**config.mk**
```make
export PLATFORM = sky130hd
export DESIGN_NAME = pipe_hazard_ctrl_flat
export DESIGN_NICKNAME = d
export VERILOG_FILES = /design/src/rtl/pipe_hazard_ctrl_if.sv /design/src/rtl/pipe_hazard_ctrl.sv /design/src/flat_wrapper.sv
export SDC_FILE = /design/constraint.sdc
export NUM_CORES = 1
export LEC_CHECK = 0
export BUFFER_PORTS_ARGS = -buffer_cell sky130_fd_sc_hd__buf_4
export CAP_MARGIN = 20
export CORE_MARGIN = 2
export CORE_UTILIZATION = 40
export DETAILED_ROUTE_END_ITERATION = 10
export GPL_ROUTABILITY_DRIVEN = 0
export MAX_ROUTING_LAYER = met4
export PLACE_DENSITY = 0.73
export SYNTH_ARGS = -nofsm -noshare
export SYNTH_HDL_FRONTEND = slang
export SYNTH_SLANG_ARGS = --single-unit
```
**constraint.sdc**
```tcl
create_clock -name clk -period 3.02 [get_ports clk]
set_clock_uncertainty 0.1 [all_clocks]
set_input_delay 0.604 -clock clk [delete_from_list [all_inputs] [get_ports clk]]
set_output_delay 0.604 -clock clk [all_outputs]
set_load 0.1 [all_outputs]
```
**src/rtl/pipe_hazard_ctrl_if.sv**
```systemverilog
// Bundle between the pipeline datapath and the hazard control unit.
// The datapath side (master) drives stage state and observes the
// stall/bubble/redirect controls; the controller side (slave) does the opposite.
interface pipe_hazard_ctrl_if #(
    parameter int CNT_W = 32
);
    logic [3:0]       D_icode;
    logic [3:0]       d_srcA;
    logic [3:0]       d_srcB;
    logic [3:0]       E_icode;
    logic [3:0]       E_dstM;
    logic             e_cnd;
    logic [3:0]       M_icode;
    logic             M_cnd;
    logic [63:0]      M_valA;
    logic [1:0]       m_stat;
    logic [3:0]       W_icode;
    logic [63:0]      W_valM;
    logic [1:0]       W_stat;

    logic             F_stall;
    logic             D_stall;
    logic             D_bubble;
    logic             E_bubble;
    logic             M_bubble;
    logic             W_stall;
    logic             redirect_valid;
    logic [63:0]      redirect_pc;
    logic             halted;
    logic [CNT_W-1:0] mispredict_cnt;
    logic [CNT_W-1:0] stall_cnt;
    logic [CNT_W-1:0] ret_cnt;

    modport master (
        output D_icode, d_srcA, d_srcB, E_icode, E_dstM, e_cnd,
               M_icode, M_cnd, M_valA, m_stat, W_icode, W_valM, W_stat,
        input  F_stall, D_stall, D_bubble, E_bubble, M_bubble, W_stall,
               redirect_valid, redirect_pc, halted,
               mispredict_cnt, stall_cnt, ret_cnt
    );

    modport slave (
        input  D_icode, d_srcA, d_srcB, E_icode, E_dstM, e_cnd,
               M_icode, M_cnd, M_valA, m_stat, W_icode, W_valM, W_stat,
        output F_stall, D_stall, D_bubble, E_bubble, M_bubble, W_stall,
               redirect_valid, redirect_pc, halted,
               mispredict_cnt, stall_cnt, ret_cnt
    );
endinterface

```
**src/rtl/pipe_hazard_ctrl.sv**
```systemverilog
// Pipeline hazard control: detects load-use, jXX mispredict, ret drain and
// exceptional status, drives stage stall/bubble controls, redirects fetch,
// and keeps saturating performance counters.
module pipe_hazard_ctrl #(
    parameter int CNT_W     = 32,
    parameter int RET_DRAIN = 3
) (
    input logic               clk,
    input logic               rst,
    pipe_hazard_ctrl_if.slave bus
);
    localparam int DRAIN_W = (RET_DRAIN > 2) ? $clog2(RET_DRAIN) : 1;

    localparam logic [3:0] I_MRMOV = 4'h5;
    localparam logic [3:0] I_POP   = 4'hB;
    localparam logic [3:0] I_JXX   = 4'h7;
    localparam logic [3:0] I_RET   = 4'h9;
    localparam logic [3:0] R_NONE  = 4'hF;

    typedef enum logic [1:0] {
        RUN      = 2'd0,
        RET_WAIT = 2'd1,
        HALT     = 2'd2
    } state_t;

    state_t             state_q;
    logic [DRAIN_W-1:0] drainLeft_q;
    logic [CNT_W-1:0]   mispredCnt_q;
    logic [CNT_W-1:0]   stallCnt_q;
    logic [CNT_W-1:0]   retCnt_q;

    logic loadUse;
    logic mispred;
    logic retInPipe;
    logic excM;
    logic excW;
    logic retEntry;
    logic fStall;

    // Hazard detection from the current stage contents and controller state
    always_comb begin
        loadUse   = ((bus.E_icode == I_MRMOV) || (bus.E_icode == I_POP)) &&
                    (bus.E_dstM != R_NONE) &&
                    ((bus.E_dstM == bus.d_srcA) || (bus.E_dstM == bus.d_srcB));
        mispred   = (bus.E_icode == I_JXX) && !bus.e_cnd;
        retInPipe = (bus.D_icode == I_RET) || (bus.E_icode == I_RET) ||
                    (bus.M_icode == I_RET) || (state_q == RET_WAIT);
        excM      = (bus.m_stat != 2'b00);
        excW      = (bus.W_stat != 2'b00);
        // A ret behind a load-use stall waits; a ret behind a mispredicted
        // jump is on the wrong path and gets squashed instead of drained.
        retEntry  = (state_q == RUN) && (bus.D_icode == I_RET) && !loadUse && !mispred;
    end

    // Combinational stage controls and fetch redirect, all forced low in reset
    always_comb begin
        fStall             = 1'b0;
        bus.D_stall        = 1'b0;
        bus.D_bubble       = 1'b0;
        bus.E_bubble       = 1'b0;
        bus.M_bubble       = 1'b0;
        bus.W_stall        = 1'b0;
        bus.redirect_valid = 1'b0;
        bus.redirect_pc    = 64'h0;
        bus.halted         = 1'b0;
        if (!rst) begin
            if (state_q == HALT) begin
                fStall       = 1'b1;
                bus.D_bubble = 1'b1;
                bus.E_bubble = 1'b1;
                bus.M_bubble = 1'b1;
                bus.W_stall  = 1'b1;
                bus.halted   = 1'b1;
            end else begin
                fStall       = loadUse || retInPipe;
                bus.D_stall  = loadUse;
                bus.D_bubble = mispred || (retInPipe && !loadUse);
                bus.E_bubble = mispred || loadUse;
                bus.M_bubble = excM || excW;
                bus.W_stall  = excW;
                // A mispredicted jump is older than any ret in W's shadow, so it wins
                if ((bus.M_icode == I_JXX) && !bus.M_cnd) begin
                    bus.redirect_valid = 1'b1;
                    bus.redirect_pc    = bus.M_valA;
                end else if (bus.W_icode == I_RET) begin
                    bus.redirect_valid = 1'b1;
                    bus.redirect_pc    = bus.W_valM;
                end
            end
        end
        bus.F_stall = fStall;
    end

    // Ret-drain / halt state machine; a bad status in W overrides everything
    always_ff @(posedge clk) begin
        if (rst) begin
            state_q     <= RUN;
            drainLeft_q <= '0;
        end else if (excW) begin
            state_q <= HALT;
        end else begin
            case (state_q)
                RUN: begin
                    if (retEntry) begin
                        state_q     <= RET_WAIT;
                        drainLeft_q <= DRAIN_W'(RET_DRAIN - 1);
                    end
                end
                RET_WAIT: begin
                    if (drainLeft_q != '0) begin
                        drainLeft_q <= drainLeft_q - 1'b1;
                    end else if (bus.W_icode == I_RET) begin
                        state_q <= RUN;
                    end
                end
                HALT: begin
                    state_q <= HALT;
                end
                default: begin
                    state_q     <= RUN;
                    drainLeft_q <= '0;
                end
            endcase
        end
    end

    // Saturating performance counters
    always_ff @(posedge clk) begin
        if (rst) begin
            mispredCnt_q <= '0;
            stallCnt_q   <= '0;
            retCnt_q     <= '0;
        end else begin
            if (mispred && (state_q != HALT) && (mispredCnt_q != '1)) begin
                mispredCnt_q <= mispredCnt_q + 1'b1;
            end
            if (fStall && (stallCnt_q != '1)) begin
                stallCnt_q <= stallCnt_q + 1'b1;
            end
            if (retEntry && !excW && (retCnt_q != '1)) begin
                retCnt_q <= retCnt_q + 1'b1;
            end
        end
    end

    assign bus.mispredict_cnt = mispredCnt_q;
    assign bus.stall_cnt      = stallCnt_q;
    assign bus.ret_cnt        = retCnt_q;

endmodule

```
**src/flat_wrapper.sv**
```systemverilog
// flat-port wrapper written by rule: the top's interface ports become plain ports
module pipe_hazard_ctrl_flat 
#(
    parameter int CNT_W     = 32,
    parameter int RET_DRAIN = 3
)
  (clk, rst, bus_D_icode, bus_d_srcA, bus_d_srcB, bus_E_icode, bus_E_dstM, bus_e_cnd, bus_M_icode, bus_M_cnd, bus_M_valA, bus_m_stat, bus_W_icode, bus_W_valM, bus_W_stat, bus_F_stall, bus_D_stall, bus_D_bubble, bus_E_bubble, bus_M_bubble, bus_W_stall, bus_redirect_valid, bus_redirect_pc, bus_halted, bus_mispredict_cnt, bus_stall_cnt, bus_ret_cnt);
  pipe_hazard_ctrl_if #(.CNT_W(CNT_W)) bus_i ();
  input logic clk;
  input logic rst;
  input wire logic [$bits(bus_i.D_icode)-1:0] bus_D_icode;
  input wire logic [$bits(bus_i.d_srcA)-1:0] bus_d_srcA;
  input wire logic [$bits(bus_i.d_srcB)-1:0] bus_d_srcB;
  input wire logic [$bits(bus_i.E_icode)-1:0] bus_E_icode;
  input wire logic [$bits(bus_i.E_dstM)-1:0] bus_E_dstM;
  input wire logic [$bits(bus_i.e_cnd)-1:0] bus_e_cnd;
  input wire logic [$bits(bus_i.M_icode)-1:0] bus_M_icode;
  input wire logic [$bits(bus_i.M_cnd)-1:0] bus_M_cnd;
  input wire logic [$bits(bus_i.M_valA)-1:0] bus_M_valA;
  input wire logic [$bits(bus_i.m_stat)-1:0] bus_m_stat;
  input wire logic [$bits(bus_i.W_icode)-1:0] bus_W_icode;
  input wire logic [$bits(bus_i.W_valM)-1:0] bus_W_valM;
  input wire logic [$bits(bus_i.W_stat)-1:0] bus_W_stat;
  output wire logic [$bits(bus_i.F_stall)-1:0] bus_F_stall;
  output wire logic [$bits(bus_i.D_stall)-1:0] bus_D_stall;
  output wire logic [$bits(bus_i.D_bubble)-1:0] bus_D_bubble;
  output wire logic [$bits(bus_i.E_bubble)-1:0] bus_E_bubble;
  output wire logic [$bits(bus_i.M_bubble)-1:0] bus_M_bubble;
  output wire logic [$bits(bus_i.W_stall)-1:0] bus_W_stall;
  output wire logic [$bits(bus_i.redirect_valid)-1:0] bus_redirect_valid;
  output wire logic [$bits(bus_i.redirect_pc)-1:0] bus_redirect_pc;
  output wire logic [$bits(bus_i.halted)-1:0] bus_halted;
  output wire logic [$bits(bus_i.mispredict_cnt)-1:0] bus_mispredict_cnt;
  output wire logic [$bits(bus_i.stall_cnt)-1:0] bus_stall_cnt;
  output wire logic [$bits(bus_i.ret_cnt)-1:0] bus_ret_cnt;
  assign bus_i.D_icode = bus_D_icode;
  assign bus_i.d_srcA = bus_d_srcA;
  assign bus_i.d_srcB = bus_d_srcB;
  assign bus_i.E_icode = bus_E_icode;
  assign bus_i.E_dstM = bus_E_dstM;
  assign bus_i.e_cnd = bus_e_cnd;
  assign bus_i.M_icode = bus_M_icode;
  assign bus_i.M_cnd = bus_M_cnd;
  assign bus_i.M_valA = bus_M_valA;
  assign bus_i.m_stat = bus_m_stat;
  assign bus_i.W_icode = bus_W_icode;
  assign bus_i.W_valM = bus_W_valM;
  assign bus_i.W_stat = bus_W_stat;
  assign bus_F_stall = bus_i.F_stall;
  assign bus_D_stall = bus_i.D_stall;
  assign bus_D_bubble = bus_i.D_bubble;
  assign bus_E_bubble = bus_i.E_bubble;
  assign bus_M_bubble = bus_i.M_bubble;
  assign bus_W_stall = bus_i.W_stall;
  assign bus_redirect_valid = bus_i.redirect_valid;
  assign bus_redirect_pc = bus_i.redirect_pc;
  assign bus_halted = bus_i.halted;
  assign bus_mispredict_cnt = bus_i.mispredict_cnt;
  assign bus_stall_cnt = bus_i.stall_cnt;
  assign bus_ret_cnt = bus_i.ret_cnt;
  pipe_hazard_ctrl #(.CNT_W(CNT_W), .RET_DRAIN(RET_DRAIN)) u_core (.clk(clk), .rst(rst), .bus(bus_i));
endmodule
```
==> run_results.csv, run 1 <==
group,metric,value,unit
status,status,"completed",
logic_synthesis,async_flop_share,0,
finish,fill_cells,1436,
placement,port_buffers,331,
global_route,antenna_found_initial,0,
floorplan,initial_core_util,0.405,
floorplan,die-area,16900,sq um
global_route,grt.overflow.total,0,
sta,period_share,0.965,
drt,met3WireLength,2.16,mm
power,p_clk_frac,0.365,
setup_path,r2r_start,"u_core.bus.stall_cnt[8]$_SDFFE_PP0P_",
drt,highest_layer,"met4",
drt,post_drt_via_cell_ratio,5.51,
clock_network,clk_transition_reported_paths,0.06,ns
finish,finalNetCount,1347,
floorplan,core_area,15700,sq um
sta,finalSetupTns,0,ns
power,pwr-share-comb,0.193,
clock_network,cts_sinks,100,
finish,layout_common_cells,"buf_4, nand2_1, dfxtp_1",
setup_path,crit_path_frequent_cell,"buf_4",
drt,wl_met2,11.7,mm
power,pwr_density_cell,300,nW/um^2
drt,drtAntennaViolNets,0,
logic_synthesis,avgSynthCellArea,7.36,sq um
drt,drc,0,
logic_synthesis,postSynthCellCount,861,
setup_path,r2r_cells,6,
global_route,track_usage,0.284,
setup_path,crit_required,2.32,ns
floorplan,row_count,46,
setup_path,crit_chain,"buf_4 > nor4bb_1 > nor4_2 > or2_2 > a31oi_1 > buf_4",
clock_network,worstSkewPairLatency,0.35,ns
sta,hold_ws,0.397,ns
drt,met1Wirelength,10.6,mm
floorplan,die_x,130,microns
finish,final_common_cell,"buf_4",
logic_synthesis,ys_seq_area_frac,0.316,
clock_network,cts_tree,"yes",
setup_path,r2r-end,"u_core.bus.stall_cnt[23]$_SDFFE_PP0P_",
min_path,worst_hold_path.endpoint,"u_core.drainLeft_q[1]$_SDFFE_PP0P_",
sta,worst_slew_pin_slew,0.874,ns
drt,firstDrtPassIters,5,
setup_path,cp-start-kind,"input port",
setup_path,reg2reg_slack,0.46,ns
min_path,hp-class,"reg -> reg",
sta,grt_setup_unrepaired,"false",
sta,hold_violations,0,
setup_path,criticalPathCategory,"in -> out",
logic_synthesis,synth_edf_count,0,
clock_network,postCtsSetupBuffers,0,
finish,drive_gt1_frac,0.407,
logic_synthesis,synthesis.nets,1029,
placement,hpwl,19.4,mm
logic_synthesis,yosysWarnings,0,
global_route,grt_pass1_wl,36.2,mm
floorplan,ios,332,
setup_path,cp_slowest_cell,"nor4bb_1",
sta,relSlewSlack,0.417,
job,max_cap_viol_count,0,
drt,vias,7713,
drt,avgRoutedWirePerCell,17.8,microns
drt,drtIter0Drc,539,
drt,wl,24.9,mm
global_route,grt_pass1_vias,6681,
setup_path,cp_slowest_stage_delay,0.55,ns
power,power_frac_seq,0.442,
min_path,hold_start,"u_core.drainLeft_q[1]$_SDFFE_PP0P_",
setup_path,critPathArrivalTime,2.21,ns
finish,syn_to_final_growth,59.4,%
sta,setup_violations,0,
clock_network,cts_buffers,9,
sta,fmax,343,MHz
power,p_int,2.14,mW
clock_network,htree_levels,3,
setup_path,end_kind,"primary output",
setup_path,critical_path.max_fanout,2,
power,p_leak,4.00,nW
clock_network,clock_path_buffers,2,
power,power.total,3.03,mW
floorplan,die_y,130,microns
power,power_switching,0.890,mW
min_path,holdPathStages,2,
logic_synthesis,synthFlopType,"dfxtp_1",
logic_synthesis,ys_types,61,
clock_network,cts-root-buf,"clkbuf_16",
sta,final-max-slew-violation-count,0,
sta,layout_min_cycle_time,2.92,ns
power,swShare,0.294,
power,ir_drop,0.376,mV
logic_synthesis,ys_ff_latch,100,
finish,diodes,0,
logic_synthesis,synth_area,6340,sq um
global_route,grt_max_degree,84,
==> power groups by stage <==
| stage | clock, mW | combinational (mW) | sequential (mW) |
|---|---|---|---|
| 6_report | 1.11 | 0.583 | 1.34 |
| 5_1_grt | 1.18 | 0.613 | 1.34 |
| 4_1_cts | 1.13 | 0.579 | 1.34 |
| 3_5_place_dp | 0 | 0.578 | 1.37 |
| 3_3_place_gp | 0 | 0.574 | 1.37 |
| 2_1_floorplan | 0 | 0.265 | 1.41 |
==> what timing repair did <==
item / in CTS / in global routing
pin swaps: 0 / 0
resized for setup: 1 / 4
hold buffers: 0 / 0
setup endpoints to repair: 7 / 34
==> layout make-up <==
class	count	area [sq um]	share of cell area
multi-input combinational	698	4680	0.464
clock inverter	4	31.3	0.00310
tap	216	270	0.0268
clock buffer	11	243	0.0240
inverter	5	22.5	0.00223
sequential	100	2010	0.199
timing repair buffer	365	2840	0.281
==> flip-flops by register name, indices dropped and copies added (netlist names) <==
name                       count
u_core.bus.ret_cnt            32
u_core.state_q                 2
u_core.drainLeft_q             2
u_core.bus.mispredict_cnt     32
u_core.bus.stall_cnt          32
==> worst max path at each step <==
| stage | from | end | depth (start not counted) |
|---|---|---|---|
| after floorplan | bus_M_icode[3] | bus_redirect_pc[34] | 6 |
| after global placement | bus_M_icode[3] | bus_redirect_pc[55] | 7 |
| after detailed placement | bus_M_icode[3] | bus_redirect_pc[55] | 7 |
| after CTS | bus_M_icode[3] | bus_redirect_pc[55] | 7 |
| after global routing | bus_M_icode[3] | bus_redirect_pc[52] | 7 |
| final | bus_M_icode[1] | bus_D_bubble | 6 |
==> cells in the mapped netlist (3+ instances only) <==
master / instances / area [sq um]
nand2_1: 125 / 469
a21oi_1: 101 / 505
dfxtp_1: 100 / 2000
nand3_1: 85 / 425
nor2_1: 81 / 304
clkbuf_1: 52 / 195
nand4_1: 28 / 175
xnor2_1: 27 / 236
and3_1: 25 / 156
xor2_1: 22 / 193
nor2b_1: 20 / 125
mux2_2: 17 / 191
o31ai_1: 17 / 128
or4_1: 16 / 120
nor4_1: 15 / 93.8
and4_1: 12 / 105
o21ai_0: 12 / 60.1
or3_1: 11 / 68.8
nor3_1: 8 / 40.0
and2_1: 6 / 37.5
inv_1: 5 / 18.8
nor4b_1: 5 / 43.8
nor4bb_1: 5 / 50.1
o41ai_1: 5 / 43.8
buf_1: 4 / 15.0
ha_1: 4 / 50.1
mux2i_1: 4 / 40.0
a31oi_1: 3 / 18.8
nand3b_1: 3 / 22.5
==> layer usage <==
layer	global-route usage	up-vias
met1	0.372	3643
met2	0.437	294
met4	0.0803	0
li1	-	3751
met5	-	-
met3	0.0693	25
==> worst max-delay path, delay by kind of cell <==
| family | cells | cell delay (ns) |
|---|---|---|
| buf+inv | 2 | 0.44 |
| simple gates | 3 | 1.01 |
| compound gates | 1 | 0.16 |
==> stage by stage <==
stage / utilization / instances / cell area [sq um] / worst slack (ns)
2_1_floorplan: - / 861 / 6870 / -0.856
3_3_place_gp: 0.626 / 1384 / 9800 / -0.0270
3_5_place_dp: 0.626 / 1384 / 9800 / -0.0193
4_1_cts: 0.644 / 1399 / 10100 / 0.0573
5_1_grt: 0.645 / 1399 / 10100 / 0.00312
6_report: 0.645 / 1399 / 10100 / 0.105
==> kinds of logic (layout without fill, tap and decap cells) <==
family | after synthesis | after routing | share of synthesized area
xor+xnor | 49 | 49 | 0.0677
compound gates | 154 | 154 | 0.139
buf+inv | 63 | 385 | 0.0377
mux | 22 | 22 | 0.0389
fa+ha+maj | 4 | 4 | 0.00790
flops | 100 | 100 | 0.316
simple gates | 469 | 469 | 0.392
Power figures use the tool's default switching activity.
==> run 2, diff against run 1 <==
CELL_PAD_IN_SITES_DETAIL_PLACEMENT = 0   (was default)
CELL_PAD_IN_SITES_GLOBAL_PLACEMENT = 1   (was default)
CORE_UTILIZATION = 31   (was 40)
PLACE_DENSITY = 0.82   (was 0.73)
==> run_results.csv, run 2 (synthesis results as in run 1) <==
group,metric,value,unit
sta,final-max-slew-violation-count,0,
power,power_switching,0.885,mW
finish,layout_common_cells,"buf_4, nand2_1, dfxtp_1",
global_route,met1_usage,0.291,
drt,vias,7669,
floorplan,die_y,147,microns
power,power_frac_seq,0.408,
drt,drtAntennaViolNets,0,
global_route,grt.overflow.total,0,
setup_path,cp_slowest_cell,"nor4_1",
clock_network,cts_buffers,9,
power,swShare,0.270,
min_path,hold_start,"u_core.drainLeft_q[1]$_SDFFE_PP0P_",
floorplan,die-area,21600,sq um
floorplan,row_count,52,
power,p_clk_frac,0.409,
global_route,grt_max_degree,73,
setup_path,end_kind,"primary output",
finish,drive_gt1_frac,0.418,
setup_path,cp_num_buf_inv,3,
finish,finalNetCount,1370,
global_route,gr-max-usage-layer,"met2",
setup_path,crit_chain,"buf_4 > and4bb_2 > nor4_1 > nand2_1 > o21ai_4 > clkinvlp_4 > buf_4",
setup_path,critical_path.max_fanout,5,
sta,worst_slew_pin_slew,0.762,ns
drt,avgRoutedWirePerCell,18.0,microns
power,p_int,2.39,mW
finish,post-route-util,0.515,
power,ir_drop,0.256,mV
drt,firstDrtPassIters,5,
placement,hpwl,20.9,mm
global_route,track_usage,0.238,
finish,final_common_cell,"buf_4",
clock_network,worstSkewPairLatency,0.34,ns
floorplan,initial_core_util,0.314,
min_path,holdPathStages,2,
placement,pre_cts_ws,-0.284,ns
job,max_cap_viol_count,0,
global_route,antenna_found_initial,0,
drt,drtIter0Drc,394,
finish,syn_to_final_growth,63.8,%
setup_path,reg2reg_slack,0.51,ns
clock_network,cts_sinks,100,
clock_network,clock_path_buffers,2,
setup_path,r2r-end,"u_core.bus.ret_cnt[21]$_SDFFE_PP0P_",
power,pwr_density_cell,315,nW/um^2
placement,port_buffers,331,
clock_network,htree_levels,3,
global_route,grt_util_met3,0.0506,
setup_path,critPathArrivalTime,2.25,ns
sta,grt_setup_unrepaired,"false",
sta,setup_ws,0.0700,ns
finish,diodes,0,
setup_path,r2r_cells,8,
sta,setup_violations,0,
min_path,hp-class,"reg -> reg",
finish,final_area,10400,sq um
floorplan,core_area,20200,sq um
setup_path,r2r_start,"u_core.bus.ret_cnt[0]$_SDFFE_PP0P_",
setup_path,cp_slowest_stage_delay,0.39,ns
sta,fmax,339,MHz
sta,hold_violations,0,
sta,relSlewSlack,0.492,
min_path,worst_hold_path.endpoint,"u_core.drainLeft_q[1]$_SDFFE_PP0P_",
setup_path,crit_path_frequent_cell,"buf_4",
drt,post_drt_via_cell_ratio,5.20,
global_route,grt_pass1_vias,7143,
drt,wl,26.5,mm
clock_network,cts-root-buf,"clkbuf_16",
setup_path,criticalPathCategory,"in -> out",
setup_path,path_delay_family,"simple AND/OR/NAND/NOR gates",
power,power.total,3.28,mW
placement,dp_cells,1457,
finish,fill_cells,2039,
setup_path,crit_required,2.32,ns
sta,layout_min_cycle_time,2.95,ns
power,pwr-share-comb,0.183,
global_route,grt_pass1_wl,40.1,mm
status,status,"completed",
setup_path,cp-start-kind,"input port",
finish,fin_cells,1475,
sta,period_share,0.977,
clock_network,cts_tree,"yes",
global_route,met2_usage,0.412,
placement,placed_area,9960,sq um
floorplan,ios,332,
power,p_leak,4.14,nW
clock_network,clk_transition_reported_paths,0.06,ns
floorplan,die_x,147,microns
drt,drc,0,
run 2: changes by cell type in the layout (fill, tap and decap cells not counted), moves of 2 or more:
cell / previous run / this run
buf_12: 8 / 4
buf_4: 357 / 380
buf_6: 0 / 4
bufinv_16: 0 / 3
inv_6: 2 / 0
nor4bb_4: 1 / 3
run 2: worst max-delay path by stage:
stage                   startpoint                   to  cells past startpoint
CTS                 bus_D_icode[0]          bus_F_stall                      7
finish              bus_D_icode[0]          bus_F_stall                      7
floorplan           bus_M_icode[3]  bus_redirect_pc[34]                      6
global route        bus_D_icode[0]          bus_F_stall                      7
detailed placement  bus_E_icode[1]         bus_D_bubble                      8
global placement    bus_E_icode[1]         bus_D_bubble                      8
run 2: layout make-up:
| class | count | area (sq um) | share of cell area |
|---|---|---|---|
| clock buffers | 10 | 239 | 0.0230 |
| clock inverters | 4 | 98.8 | 0.00952 |
| inverters | 5 | 22.5 | 0.00217 |
| multi-input cells | 698 | 4700 | 0.452 |
| flip-flops and latches | 100 | 2010 | 0.194 |
| well taps | 270 | 338 | 0.0325 |
| repair buffers | 388 | 2980 | 0.287 |
run 2: layer usage:
| metal | vias to the layer above | share of wire |
|---|---|---|
| met3 | 20 | 0.065 |
| met2 | 228 | 0.51 |
| met5 | - | 0 |
| met4 | 0 | 0.011 |
| met1 | 3633 | 0.42 |
| li1 | 3788 | - |
run 2: per-stage QoR:
| step | setup TNS [ns] | hold slack, ns |
|---|---|---|
| finish | 0 | 0.391 |
| global route | 0 | 0.435 |
| CTS | 0 | 0.399 |
| detailed placement | -1.15 | 0.381 |
| global placement | -0.650 | 0.381 |
| floorplan | -17.54 | 0.360 |
run 2: what timing repair did:
action                                  4_1_cts  5_1_grt
gates resized for setup                       5        6
setup buffers                                 0        4
endpoints found under the setup margin        8       21
endpoints found under the hold margin         0        0
pin swaps                                     1        1
hold buffers                                  0        0
run 2: power groups by stage:
stage	clock network [mW]	registers [mW]	logic, mW
6_report	1.34	1.34	0.600
4_1_cts	1.37	1.34	0.592
3_3_place_gp	0	1.37	0.583
2_1_floorplan	0	1.41	0.265
3_5_place_dp	0	1.37	0.587
5_1_grt	1.42	1.34	0.631
run 2: worst register-to-register path: stages, from the launching register on:
cell and delay [ns]:
dfxtp_1 0.36, ha_1 0.22, and3_1 0.24, and3_1 0.24, and3_1 0.30, nor4b_2 0.26
buf_4 0.19, and3_1 0.18, mux2_2 0.33
==> run 3, diff against run 2 <==
ABC_AREA = 1   (was default)
CORE_UTILIZATION = 32   (was 31)
PLACE_DENSITY = 0.83   (was 0.82)
SKIP_LAST_GASP = 1   (was default)
==> run_results.csv, run 3 <==
group,metric,value,unit
status,status,"completed",
power,p_int,2.22,mW
clock_network,worstSkewPairLatency,0.37,ns
floorplan,die-area,26200,sq um
global_route,antenna_found_initial,2,
placement,hpwl,25.9,mm
floorplan,initial_core_util,0.327,
logic_synthesis,synthFlopType,"dfxtp_1",
logic_synthesis,ys_types,34,
setup_path,crit_required,2.32,ns
clock_network,cts_buffers,9,
clock_network,cts_tree,"yes",
setup_path,cp_slowest_cell,"buf_4",
logic_synthesis,synth_edf_count,0,
finish,finalNetCount,1870,
drt,vias,10040,
finish,drive_gt1_frac,0.274,
power,power_frac_seq,0.412,
sta,fmax,342,MHz
global_route,grt_pass1_vias,9377,
sta,hold_ws,0.390,ns
drt,avgRoutedWirePerCell,16.4,microns
logic_synthesis,synthesis.nets,1564,
floorplan,ios,332,
power,p_clk_frac,0.396,
logic_synthesis,postSynthCellCount,1396,
setup_path,criticalPathCategory,"in -> out",
sta,period_share,0.967,
logic_synthesis,synth_top_area_cell,"dfxtp_1",
logic_synthesis,synth_area,7960,sq um
min_path,worst_hold_path.endpoint,"u_core.drainLeft_q[1]$_SDFFE_PP0P_",
logic_synthesis,avgSynthCellArea,5.70,sq um
setup_path,r2r_cells,10,
drt,drtAntennaViolNets,0,
sta,relSlewSlack,0.636,
logic_synthesis,ys_seq_area_frac,0.251,
global_route,grt_pass1_wl,51.4,mm
drt,firstDrtPassIters,5,
setup_path,cp_slowest_stage_delay,0.32,ns
clock_network,htree_levels,3,
logic_synthesis,netlist.area_leader.share,0.251,
min_path,holdPathStages,2,
clock_network,cts_sinks,100,
clock_network,clock_path_buffers,2,
floorplan,core_area,24400,sq um
finish,syn_to_final_growth,44.8,%
setup_path,crit_path_frequent_cell,"buf_4",
clock_network,cts-root-buf,"clkbuf_16",
logic_synthesis,yosys-top-cells-count,"nand2_1, nor2_1, inv_1",
power,p_leak,4.80,nW
placement,port_buffers,331,
logic_synthesis,ys_ff_latch,100,
setup_path,crit_chain,"buf_4 > nor4_4 > buf_4 > inv_2 > a21oi_4 > buf_12 > nor3b_4 > buf_4",
sta,setup_violations,0,
global_route,grt_max_degree,68,
floorplan,die_x,162,microns
placement,placed_area,11200,sq um
finish,final_common_cell,"nand2_1",
power,pwr-share-comb,0.193,
floorplan,die_y,162,microns
clock_network,postCtsSetupBuffers,0,
logic_synthesis,async_flop_share,0,
logic_synthesis,yosysWarnings,0,
finish,layout_common_cells,"nand2_1, buf_4, nor2_1",
setup_path,reg2reg_slack,0.70,ns
sta,worst_slew_pin_slew,0.546,ns
finish,final_area,11500,sq um
setup_path,critical_path.max_fanout,29,
sta,final-max-slew-violation-count,0,
sta,grt_setup_unrepaired,"false",
global_route,track_usage,0.251,
min_path,hp-class,"reg -> reg",
job,max_cap_viol_count,0,
drt,post_drt_via_cell_ratio,4.94,
power,ir_drop,0.243,mV
setup_path,cp-start-kind,"input port",
setup_path,end_kind,"primary output",
min_path,hold_start,"u_core.drainLeft_q[1]$_SDFFE_PP0P_",
clock_network,postCtsHoldBufs,0,
logic_synthesis,yosys-top-cells-area,"dfxtp_1, nand2_1, nor2_1",
power,power_switching,1.02,mW
setup_path,r2r_start,"u_core.bus.stall_cnt[0]$_SDFFE_PP0P_",
drt,drtIter0Drc,697,
logic_synthesis,yosysMostFrequentCell,"nand2_1",
power,pwr_density_cell,281,nW/um^2
sta,layout_min_cycle_time,2.92,ns
setup_path,r2r-end,"u_core.bus.stall_cnt[25]$_SDFFE_PP0P_",
clock_network,cts_resized,0,
clock_network,clk_transition_reported_paths,0.08,ns
floorplan,row_count,57,
drt,drc,0,
drt,wl,33.3,mm
sta,hold_violations,0,
power,swShare,0.314,
global_route,grt.overflow.total,0,
setup_path,critPathArrivalTime,2.22,ns
run 3: stage by stage:
stage	setup WS (ns)	TNS, ns	std cells	utilization	total power, mW
final	0.0986	0	2033	0.473	3.24
after global routing	0.00284	0	2033	0.473	3.35
after CTS	0.0973	0	2031	0.472	3.25
after detailed placement	0.101	0	2015	0.459	1.99
after global placement	0.0690	0	2015	0.459	1.98
after floorplan	-0.346	-3.45	1396	-	1.71
run 3: final cells by class:
cell class                 count  area [sq um]
fill                        2627         12900
multi-input combinational   1101          5560
timing repair buffer         359          2740
sequential                   100          2000
inverter                     131           492
tap                          324           405
clock buffer                   9           225
clock inverter                 7          91.3
antenna                        2          5.00
run 3: logic make-up after synthesis:
family,Yosys count,synth area share
AOI/OAI and AO/OA,172,0.111
xor gates and xnor gates,47,0.0517
DFF,100,0.251
adders and majority gates,4,0.00628
buffers and inverters,195,0.100
and+or+nand+nor,878,0.479
run 3: power groups by stage:
stage	registers, mW	logic [mW]	clock network, mW
final	1.33	0.625	1.28
after global routing	1.33	0.666	1.35
after CTS	1.33	0.624	1.30
after detailed placement	1.36	0.622	0
after global placement	1.36	0.619	0
after floorplan	1.39	0.324	0
run 3: how the worst max path moves through the flow:
stage / startpoint / to / slack, ns
floorplan: bus_E_icode[2] / bus_F_stall / -0.35
global placement: bus_D_icode[1] / bus_F_stall / 0.07
global route: u_core.state_q[0]$_SDFFE_PP0P_ / bus_redirect_pc[49] / 0.003
finish: bus_M_icode[3] / bus_redirect_pc[49] / 0.1
detailed placement: bus_D_icode[1] / bus_F_stall / 0.10
CTS: bus_D_icode[1] / bus_F_stall / 0.1
run 3: layer usage:
| layer | global-route usage | vias to the layer above | share of wire |
|---|---|---|---|
| met1 | 0.336 | 4593 | 0.46 |
| li1 | - | 5075 | - |
| met2 | 0.396 | 336 | 0.45 |
| met5 | - | - | 0 |
| met3 | 0.0414 | 36 | 0.064 |
| met4 | 0.0644 | 0 | 0.020 |
run 3: worst max-delay path: cells and delay by family:
| family | cells | cell delay [ns] |
|---|---|---|
| buffers and inverters | 5 | 0.96 |
| and+or+nand+nor | 2 | 0.46 |
| AOI/OAI and AO/OA | 1 | 0.17 |
